File: config.mk
export PLATFORM = sky130hd
export DESIGN_NAME = register_file
export DESIGN_NICKNAME = d
export VERILOG_FILES = /design/src/rtl/register_file_pkg.sv /design/src/rtl/regfile_read_port.sv /design/src/rtl/register_file.sv
export SDC_FILE = /design/constraint.sdc
export NUM_CORES = 2
export LEC_CHECK = 0
export ABC_AREA = 0
export CAP_MARGIN = 20
export CORE_AREA = 2 2 392 472
export DETAILED_ROUTE_END_ITERATION = 8
export DIE_AREA = 0 0 394 474
export DONT_BUFFER_PORTS = 1
export SLEW_MARGIN = 20
export SYNTH_ARGS = -nofsm -noshare
export SYNTH_HDL_FRONTEND = slang
export SYNTH_SLANG_ARGS = --single-unit
File: constraint.sdc
create_clock -name clk -period 4.5 [get_ports clk]
set_input_delay 0.45 -clock clk [delete_from_list [all_inputs] [get_ports clk]]
set_output_delay 0.45 -clock clk [all_outputs]
set_load 0.005 [all_outputs]
File: src/rtl/register_file_pkg.sv
// Shared constants for the pipeline register file: default widths and the
// hard-wired zero register.
package register_file_pkg;

    localparam int DEF_DATA_W = 32;
    localparam int DEF_ADDR_W = 5;
    localparam int REG_ZERO   = 0;
    localparam int NUM_REGS   = 2 ** DEF_ADDR_W;

endpackage : register_file_pkg

File: src/rtl/regfile_read_port.sv
// One combinational read port: zero-register masking plus the same-cycle
// write-through bypass from the writeback stage.
module regfile_read_port
    import register_file_pkg::*;
#(
    parameter int DATA_W = DEF_DATA_W,
    parameter int ADDR_W = DEF_ADDR_W
) (
    input  logic [ADDR_W-1:0] addr,
    input  logic [DATA_W-1:0] stored,
    input  logic              bypass_en,
    input  logic [ADDR_W-1:0] wr_addr,
    input  logic [DATA_W-1:0] wr_data,
    output logic [DATA_W-1:0] data
);

    // bypass_en arrives already qualified with reset; a write to r0 never
    // reaches the bypass because the zero mask wins first.
    always_comb begin
        data = stored;
        if (addr == ADDR_W'(REG_ZERO)) begin
            data = '0;
        end else if (bypass_en && (addr == wr_addr)) begin
            data = wr_data;
        end
    end

endmodule : regfile_read_port

File: src/rtl/register_file.sv
// 2**ADDR_W x DATA_W register file: two bypassed read ports, one write port
// and an unbypassed debug read port.
module register_file
    import register_file_pkg::*;
#(
    parameter int DATA_W = DEF_DATA_W,
    parameter int ADDR_W = DEF_ADDR_W
) (
    input  logic              clk,
    input  logic              rst,
    input  logic              RegWrite,
    input  logic [ADDR_W-1:0] WriteAddr,
    input  logic [DATA_W-1:0] WriteData,
    input  logic [ADDR_W-1:0] ReadReg1,
    input  logic [ADDR_W-1:0] ReadReg2,
    output logic [DATA_W-1:0] ReadData1,
    output logic [DATA_W-1:0] ReadData2,
    input  logic [ADDR_W-1:0] DbgAddr,
    output logic [DATA_W-1:0] DbgData
);

    localparam int DEPTH = 2 ** ADDR_W;

    logic [DATA_W-1:0] regs [DEPTH];
    logic              wr_live;

    // Reset wins over a coincident write and also suppresses the bypass.
    assign wr_live = RegWrite && !rst && (WriteAddr != ADDR_W'(REG_ZERO));

    always_ff @(posedge clk) begin
        if (rst) begin
            for (int i = 0; i < DEPTH; i++) begin
                regs[i] <= '0;
            end
        end else if (wr_live) begin
            regs[WriteAddr] <= WriteData;
        end
    end

    regfile_read_port #(
        .DATA_W (DATA_W),
        .ADDR_W (ADDR_W)
    ) u_port1 (
        .addr      (ReadReg1),
        .stored    (regs[ReadReg1]),
        .bypass_en (wr_live),
        .wr_addr   (WriteAddr),
        .wr_data   (WriteData),
        .data      (ReadData1)
    );

    regfile_read_port #(
        .DATA_W (DATA_W),
        .ADDR_W (ADDR_W)
    ) u_port2 (
        .addr      (ReadReg2),
        .stored    (regs[ReadReg2]),
        .bypass_en (wr_live),
        .wr_addr   (WriteAddr),
        .wr_data   (WriteData),
        .data      (ReadData2)
    );

    assign DbgData = (DbgAddr == ADDR_W'(REG_ZERO)) ? '0 : regs[DbgAddr];

endmodule : register_file

-- Yosys cells after proc, flatten, opt, wreduce, memory -nomap -nowiden
Memories as Yosys holds them, arrays and structs flattened.
Index checks and enable logic that the tools add are counted.
- equality and inequality tests: 2
- muxes and demuxes: 13
- reductions and logical operators: 10
- operator list (operator ; count):
    two-way mux 32 bit ; 6
    OR reduction 32 bit ; 1
    zero test 5 bit ; 3
    equality test 5 bit ; 2
    two-way mux 1 bit ; 6
    two-way mux 5 bit ; 1
    nonzero test 5 bit ; 1
    logical AND 1 bit ; 4
    zero test 1 bit ; 1
- register bits: 0
- bits in writable memories: 1024
- input port bits: 55
- output and inout bits: 96
- logic and storage cells: 26
- memories: 1
- memory list (memory ; depth ; bits a word ; read ports ; clocked after Yosys merged registers in ; wr ports ; line ; text):
    regs ; 32 ; 32 ; 3 ; 0 ; 32 ; register_file.sv:24 ; logic [DATA_W-1:0] regs [DEPTH];

-- Logic depth before layout (Yosys ltp)
- word-level depth: 8
- depth in mapped cells: 11
- gate-level depth less buffers: 6

-- Hierarchy
A second synthesis with hierarchy kept.
- cell total of the unflattened synthesis: 4051
- area, all modules: 63444.6 um^2
- by module, submodules not included (module ; times used ; cells each ; area an instance (um^2)):
    register_file ; 1 ; 3805 ; 62163.4
    regfile_read_port ; 2 ; 123 ; 640.6

-- Worst setup path after synthesis
OpenSTA, ideal clock, no wires.
- kind: input port to output port
- start point: in DbgAddr[0]
- end point: out DbgData[10]
- data arrival time: 2308 ps
- data required time: 4050 ps
- setup slack: 1742 ps
- cell stages on the path: 7
- buffers on the path: 3
- cells stage by stage: clkbuf_1 -> buf_2 -> buf_2 -> mux4_2 -> mux4_2 -> nand2_1 -> o21ai_0
- cells in the longest elaborated chain, start to end: 2
- ends and longest elaborated chain (what ; line ; text):
    start, declared ; register_file.sv:18 ; input logic [ADDR_W-1:0] DbgAddr,
    memory read (32 x 32 bit) / zero test 5 bit (equally long branches) ; n/a ;
    two-way mux 32 bit (*) ; register_file.sv:64 ; assign DbgData = (DbgAddr == ADDR_W'(REG_ZERO)) ? '0 : regs[DbgAddr];
    end, declared ; register_file.sv:19 ; output logic [DATA_W-1:0] DbgData
Mark *: on every way between the ends. The rest lies on a longest branch, timed or not.

-- Worst setup path after layout
- start point: in WriteAddr[2]
- end point: out ReadData1[1]
- cells in the longest elaborated chain, start to end: 5
- ends and longest elaborated chain (what ; line ; text):
    start, declared ; register_file.sv:12 ; input logic [ADDR_W-1:0] WriteAddr,
    nonzero test 5 bit ; register_file.sv:28 ; assign wr_live = RegWrite && !rst && (WriteAddr != ADDR_W'(REG_ZERO));
    logical AND 1 bit ; register_file.sv:28 ;
    logical AND 1 bit (*) ; regfile_read_port.sv:23 ; end else if (bypass_en && (addr == wr_addr)) begin
    two-way mux 32 bit (*) ; regfile_read_port.sv:23 ;
    two-way mux 32 bit (*) ; regfile_read_port.sv:21 ; if (addr == ADDR_W'(REG_ZERO)) begin
    end, declared ; register_file.sv:16 ; output logic [DATA_W-1:0] ReadData1,
Marked as above.

==> flow_summary.yaml <==
yosys:
  synthTopCellsByArea: "edfxtp_1 (48%), mux4_2 (21%), and2_1 (9.8%)"
  synthArstFlopShare: 0
  avgSynthCellArea_sq_um: 13.97
  synth_top_area_cell: "edfxtp_1"
  ys.flop_type: "edfxtp_1"
  synthCells: 4547
  ys_seq_area_frac: 0.4841
  synth_cell_type_count: 56
  synth-seq-cells: 1024
  syn-cell-area_sq_um: 63520
  synth_edf_count: 1024
  yosys_warnings: 0
  synth_top_area_frac: 0.4841
drt:
  dr.pass1.iters: 6
  vias: 45230
  drtIter0Drc: 7710
  drc: 0
  wl_per_cell_um: 38.94
  drt-total-wl_um: 267800
  ant_nets: 0
  viasPerCell: 6.575
final_layout:
  top_register: "regs"
  fin_util: 0.3836
  synthToLayoutAreaGrowth_pct: 10.09
  fin_cells: 6878
  largest_registers: "regs (1024)"
  nNetsFinal: 4395
  final_cell_mix: "edfxtp_1 (1,024), and2_1 (995), mux4_2 (601)"
  final_common_cell: "edfxtp_1"
  largest_reg_flops: 1024
  drive_gt1_frac: 0.2202
  nFillCells: 17030
sta:
  tns_ps: 0
  min_period_over_period: 0.8615
  relSlewSlack: 0.1748
  setup_viol: 0
  slew_viol_final: 0
  fmax_mhz: 257.9
  rsz0062_at_grt: "false"
  min_period_ps: 3877
  setup_ws_ps: 623.1
  worstMarginPinSlew_ps: 1225
  final_hold_viol_count: 0
clock_tree:
  cts_setup_buffers: 0
  cts_tree: "built"
  cts_root_buf: "clkbuf_16"
  clock-sinks: 1024
  clkTransAtPathRegs_ps: 70
  htree_num_levels: 3
  post_cts_resized: 0
  clockBufferDepth: 3
  hold_buffers: 33
  cts_buffers: 112
worst_setup_path:
  path_max_fanout: 16
  start_kind: "input pin"
  cp_data_arrival_time_ps: 3430
  critPathKind: "in -> out"
  worstSetupEndpointType: "output pin"
  worstPathRequired_ps: 4050
hold_path:
  hold_path.class: "in -> reg"
floorplanning:
  pin_count: 151
  die_x_um: 394
  start_util: 0.3485
  fp.dieArea_sq_um: 186800
  die_y_um: 474
  core-area_sq_um: 182300
  row_count: 172
placement:
  post-dp-hpwl_um: 144200
  post-place-ws_ps: 804.0
  place_congestion: 0.8738
  dp.cells: 6629
  io_buffers: 0
global_route:
  track_usage: 0.2791
  grt_max_degree: 364
  met1_usage: 0.3559
  met2_usage: 0.4221
  grt.met3_usage: 0.08709
  grt_pass1_vias: 43580
  grt_pass1_wl_um: 361700
  gr-max-usage-layer: "met2"
  grt_antenna_before_repair: 22
  gr-total-overflow: 0
power_and_ir_drop:
  totalPowerFinal_mw: 24.11
  comb_power_share: 0.142
  seqPwrFrac: 0.474
  power.switching_mw: 6.361
  p_leak_nw: 24.27
  max-vdd-ir-drop_v: 0.0003168
  powerDensity_nw_per_um2: 344.8
  clkPwrFrac: 0.384
  intPower_mw: 17.75
  swShare: 0.2638
run:
  maxCapViolations: 0
run_status:
  outcome: "finished, final reports clean"
-- per-layer routing --
layer	vias to the layer above	routed length (um)
li1	17350	-
met1	23510	97290
met2	3562	118600
met3	786	35160
met4	14	16660
met5	-	92
-- cells in the mapped netlist, types with 6 or more instances --
cell	number
buf_4	24
o22ai_1	129
edfxtp_1	1024
nor3_1	43
a31oi_1	11
nand3_1	17
nor2_1	84
nand3b_1	7
a21oi_1	41
o211ai_1	12
a32o_1	32
buf_2	91
nand2_1	74
inv_1	34
and2_1	996
buf_1	43
or2_2	36
o221ai_1	35
nor2b_1	6
o21ai_0	84
a22o_1	10
mux2i_1	558
mux4_2	601
a221oi_1	30
a22oi_1	92
o21bai_1	32
clkbuf_1	340
-- path summary, 6_finish.rpt --
kind / startpoint / end / slack [ps] / cells after the start
max: WriteAddr[2] / ReadData1[1] / 620 / 8
min: rst / regs[0][28]$_SDFFCE_PN0P_ / 110 / 1
-- worst max-delay path: stages --
cell	delay [ps]
or3_4	430
or3_4	370
and3_4	310
nor2_1	350
buf_4	200
a22oi_1	60
o21ai_0	960
buf_4	260
-- per-stage QoR --
stage	cell area (sq um)	hold WS (ps)
after floorplan	63630	648.2
after global placement	66000	598.6
after detailed placement	66000	600.4
after CTS	69910	61.36
after global routing	69910	103.4
final	69930	114.1
-- cell families (layout without fill, tap and decap cells) --
kind of cell | count (synthesis) | count (layout) | share of synthesized area
other | 1 | 41 | 0.00005904
XOR/XNOR | 10 | 10 | 0.001379
multiplexers | 1161 | 1161 | 0.3014
flip-flops | 1024 | 1024 | 0.4841
AO/OA/AOI/OAI | 528 | 528 | 0.05781
AND/OR/NAND/NOR | 1287 | 1287 | 0.1201
buffers and inverters | 536 | 391 | 0.03514
-- layout make-up --
class                   count  area [sq um]  area share
repair buffers            149          1436     0.02054
diodes                      9         22.52   0.0003221
flip-flops and latches   1024         30750      0.4397
inverters                  35         131.4    0.001879
clock inverters            76         631.9    0.009036
multi-input cells        3018         30990      0.4432
well taps                2436          3048     0.04359
clock buffers             131          2917     0.04171
-- power groups by stage --
stage               registers [mW]  clock network [mW]  logic [mW]
finish                        11.4                9.25        3.43
global route                  11.5                9.61        3.51
CTS                           11.4                9.24        3.35
detailed placement            11.6                   0        3.18
global placement              11.6                   0        3.18
floorplan                     11.5                   0        2.49
No activity file was read; power rests on OpenSTA's default activity.
